[src/rtl/instruction_fetch_unit.sv]
// Instruction fetch: owns the PC, captures memory read data into an IF/ID slot
// with valid/ready toward decode, takes redirects from execute, faults on bad PCs.
//
// state | meaning
// BOOT  | one idle clock after reset; only a redirect is honoured
// RUN   | normal fetch, redirect, stall and fault detection
// FAULT | sticky illegal-fetch halt; only reset leaves it
module instruction_fetch_unit #(
  parameter logic [31:0] RESET_VECTOR = 32'd1000,
  parameter int unsigned MEM_DEPTH    = 1024
) (
  input  logic        clk,
  input  logic        rst_n,
  output logic [31:0] PC_addr,
  input  logic [31:0] Instruction,
  input  logic        redirect_valid,
  input  logic [31:0] redirect_target,
  output logic        id_valid,
  input  logic        id_ready,
  output logic [31:0] id_instr,
  output logic [31:0] id_pc,
  output logic [31:0] id_pc_plus4,
  output logic        fetch_fault,
  output logic [31:0] fault_pc
);

  localparam logic [31:0] DEPTH = 32'(MEM_DEPTH);

  typedef enum logic [1:0] {BOOT, RUN, FAULT} state_t;

  state_t      state;
  logic [31:0] pc_q;
  logic [31:0] pc_next;
  logic        slot_free;
  logic        legal;

  assign PC_addr   = pc_q;
  assign pc_next   = pc_q + 32'd4;
  assign slot_free = !id_valid || id_ready;
  // Range check on the unwrapped PC, so a wrap past 2^32 can never be fetched.
  assign legal     = (pc_q[1:0] == 2'b00) && (pc_q < DEPTH);

  always_ff @(posedge clk or negedge rst_n) begin
    if (!rst_n) begin
      state       <= BOOT;
      pc_q        <= RESET_VECTOR;
      id_valid    <= 1'b0;
      id_instr    <= 32'd0;
      id_pc       <= 32'd0;
      id_pc_plus4 <= 32'd0;
      fetch_fault <= 1'b0;
      fault_pc    <= 32'd0;
    end else begin
      case (state)
        BOOT: begin
          if (redirect_valid) pc_q <= redirect_target;
          state <= RUN;
        end
        RUN: begin
          if (redirect_valid) begin
            pc_q     <= redirect_target;
            id_valid <= 1'b0;
          end else if (slot_free && legal) begin
            id_instr    <= Instruction;
            id_pc       <= pc_q;
            id_pc_plus4 <= pc_next;
            id_valid    <= 1'b1;
            pc_q        <= pc_next;
          end else if (slot_free) begin
            id_valid    <= 1'b0;
            fetch_fault <= 1'b1;
            fault_pc    <= pc_q;
            state       <= FAULT;
          end
        end
        FAULT: begin
          if (id_ready) id_valid <= 1'b0;
        end
        default: state <= FAULT;
      endcase
    end
  end

endmodule

[config.mk]
export PLATFORM = sky130hd
export DESIGN_NAME = instruction_fetch_unit
export DESIGN_NICKNAME = d
export VERILOG_FILES = /design/src/rtl/instruction_fetch_unit.sv
export SDC_FILE = /design/constraint.sdc
export NUM_CORES = 1
export LEC_CHECK = 0
export CORE_AREA = 2 2 124 126
export DETAILED_ROUTE_END_ITERATION = 10
export DIE_AREA = 0 0 126 128
export GPL_TIMING_DRIVEN = 0
export MAX_ROUTING_LAYER = met4
export PLACE_DENSITY = 0.79
export SLEW_MARGIN = 0
export SYNTH_ARGS = -nofsm -noshare
export SYNTH_HDL_FRONTEND = slang
export SYNTH_SLANG_ARGS = --single-unit
[constraint.sdc]
create_clock -name clk -period 2.38 [get_ports clk]
set_clock_uncertainty 0.1 [all_clocks]
set_input_delay 0.476 -clock clk [delete_from_list [all_inputs] [get_ports clk]]
set_output_delay 0.476 -clock clk [all_outputs]
set_load 0.01 [all_outputs]
==> results.py <==
metrics = {
    "worst_setup_path": {
        "rrSetupSlack_ns": 0.04,
        "critPathArrivalTime_ns": 2.54,
        "critPathSlowestCell": "or4_1",
        "startpoint": "state[1]$_DFFE_PN0P_",
        "reg2reg_from": "state[1]$_DFFE_PN0P_",
        "start_kind": "flip-flop",
        "cp-end-kind": "flip-flop",
        "required_ns": 2.58,
        "r2r-end": "PC_addr[28]$_DFFE_PN0P_",
        "criticalPathCategory": "flip-flop to flip-flop",
        "ff2ff_path_depth": 6,
        "critical_path.max_stage_delay_ns": 0.52,
        "path_cells": "or3b_1, buf_2, or4_1, clkbuf_2, o31ai_1, a21oi_1",
        "path_max_fanout": 6,
    },
    "clock_tree": {
        "clock-sinks": 162,
        "clk_pin_slew_ns": 0.06,
        "cts-root-buf": "clkbuf_16",
        "numCtsBuffers": 17,
        "cts_hold_buffers": 0,
        "insertion_delay_ns": 0.42,
        "tritoncts": "yes",
        "cts.path.max_buffers": 2,
        "cts_max_level": 4,
    },
    "sta": {
        "finalHoldViolations": 0,
        "setup-violations-final": 0,
        "tns_ns": 0,
        "period_needed_ns": 2.34,
        "fmaxAchievable_mhz": 428,
        "relSlewSlack": 0.447,
        "finalCritPeriodShare": 0.982,
        "tightest_slew_ns": 0.829,
        "maxSlewViolCount": 0,
    },
    "layout": {
        "final_common_cell": "clkdlybuf4s50_1",
        "multi_input_area_um2": 2320,
        "drive_gt1_frac": 0.224,
        "final_cell_mix": "clkdlybuf4s50_1 (227), dfrtp_1 (150), mux2_2 (82)",
        "utilization": 0.666,
        "n_antenna_cell": 0,
        "fin_nets": 828,
        "regArea_um2": 4070,
        "area_growth_pct": 51.4,
        "fillers": 1052,
    },
    "flow_run": {
        "drv_cap": 0,
    },
    "synthesis": {
        "synthCells": 507,
        "ys_ff_latch": 162,
        "synth_area_um2": 6540,
        "synth_edf_count": 0,
        "synthTopCellsByArea": "dfrtp_1 (60%), mux2_2 (14%), nor2b_1 (4.4%)",
        "async_flop_share": 1.00,
        "synth_nets": 576,
        "synth_area_leader_cell": "dfrtp_1",
        "synth_cell_types": 50,
        "synth.avg_cell_area_um2": 12.9,
        "ys_seq_area_frac": 0.621,
        "yosys_warnings": 0,
        "synthFlopType": "dfrtp_1",
        "yosysTopAreaCellShare": 0.597,
    },
    "detailed_routing": {
        "met3WireLength_mm": 1.35,
        "detail_route.wl_per_cell_um": 18.4,
        "detailroute.via_count": 5034,
        "ant_nets": 0,
        "drt-met1-wl_mm": 7.16,
        "met2_length_mm": 8.85,
        "drc_errors": 0,
        "top_layer": "met4",
        "drt_first_iter_violations": 393,
        "viasPerCell": 5.24,
        "routed_wl_mm": 17.7,
        "firstDrtPassIters": 5,
    },
    "pwr": {
        "power_leakage_uw": 0.00448,
        "ir_worst_vdd_mv": 0.524,
        "power_density_nw_per_um2": 944,
        "power_uw": 9340,
    },
    "global_route": {
        "grt_pass1_vias": 5120,
        "grt_use_total": 0.224,
        "grt_overflow": 0,
        "antenna_found_initial": 0,
        "grt_pass1_wl_mm": 27.5,
        "grt_start_max_net_pins": 90,
    },
    "die": {
        "die_w_um": 126,
        "ioPinCount": 230,
        "rows": 45,
        "start_util": 0.440,
        "fp.dieArea_um2": 16100,
        "core_area_um2": 14900,
        "die_h_um": 128,
    },
    "place": {
        "dp_hpwl_mm": 12.6,
        "place.gp.congestion": 0.844,
        "numPortBuffers": 228,
    },
    "run_status": {
        "status": "finished, final reports clean",
    },
    "worst_hold_path": {
        "worstHoldPathType": "input pin to async pin",
    },
}
kinds of logic (layout without fill, tap and decap cells):
kind of cell | count (synthesis) | in the layout | synth area share
buf+inv | 52 | 317 | 0.0366
xor+xnor | 7 | 7 | 0.00938
flops | 162 | 162 | 0.621
simple gates | 140 | 140 | 0.119
fa+ha+maj | 1 | 1 | 0.00191
mux | 88 | 88 | 0.150
compound gates | 57 | 57 | 0.0614
worst max-delay path by stage:
stage                                     endpoint  slack (ns)  cells after the start
after detailed placement  id_instr[29]$_DFFE_PN0P_       -0.76                      7
after floorplan            PC_addr[15]$_DFFE_PN0P_        0.12                      7
after global placement       id_pc[25]$_DFFE_PN0P_       -5.43                      1
after CTS                  fault_pc[6]$_DFFE_PN0P_       0.005                      6
final                      PC_addr[28]$_DFFE_PN0P_        0.04                      6
after global routing       PC_addr[30]$_DFFE_PN0P_      -0.005                      6
power by group:
part / internal [uW] / total (uW) / switching [uW]
clock: 1790 / 2880 / 1100
sequential: 3320 / 3960 / 639
combinational: 1470 / 2500 / 1030
synthesized netlist by cell type (all sizes together), types with 6 or more instances:
| cell | n |
|---|---|
| dfrtp | 156 |
| o22ai | 9 |
| inv | 16 |
| buf | 21 |
| mux2 | 82 |
| clkbuf | 15 |
| nor4 | 11 |
| a21oi | 19 |
| nand2b | 7 |
| xnor2 | 6 |
| dfstp | 6 |
| nand2 | 24 |
| nand3 | 10 |
| mux2i | 6 |
| nor3 | 7 |
| nor2b | 46 |
| nand4 | 7 |
| nor2 | 15 |
metrics by stage:
| step | instances | setup WS [ns] | area (um2) | hold WS [ns] |
|---|---|---|---|---|
| 4_1_cts | 959 | 0.00499 | 9770 | 0.0594 |
| 6_report | 960 | 0.0421 | 9900 | 0.0169 |
| 5_1_grt | 960 | -0.00461 | 9900 | 0.0895 |
| 3_3_place_gp | 923 | -5.43 | 9050 | 0.355 |
| 2_1_floorplan | 507 | 0.124 | 6540 | 0.0804 |
| 3_5_place_dp | 924 | -0.764 | 9080 | 0.360 |
flip-flops by register name (all words and copies together) (netlist names):
register     cells
id_pc_plus4     30
id_pc           32
id_instr        32
state            2
fetch_fault      1
fault_pc        32
id_valid         1
PC_addr         32
repair_timing:
action / 4_1_cts / 5_1_grt
endpoints found under the setup margin: 135 / 108
pin swaps: 3 / 5
resized for setup: 10 / 41
setup buffers: 4 / 2
layout make-up:
cell class | count | share of cell area
clock buffer | 20 | 0.0451
clock inverter | 12 | 0.0185
buffer | 34 | 0.0235
tap | 188 | 0.0238
timing repair buffer | 235 | 0.238
inverter | 16 | 0.00607
sequential | 162 | 0.411
multi-input combinational | 293 | 0.234
routing by layer:
layer	up-vias	GRT usage
met5	-	-
met4	0	0.0614
met3	28	0.0705
met2	209	0.357
met1	2514	0.279
li1	2283	-
worst max-delay path: cells and delay by family (launching register included):
kind / cells / cell delay, ns
AOI/OAI and AO/OA: 2 / 0.40
buffers and inverters: 2 / 0.38
and+or+nand+nor: 2 / 0.89
DFF: 1 / 0.44
Note: power is estimated with default switching activity, not from simulation.
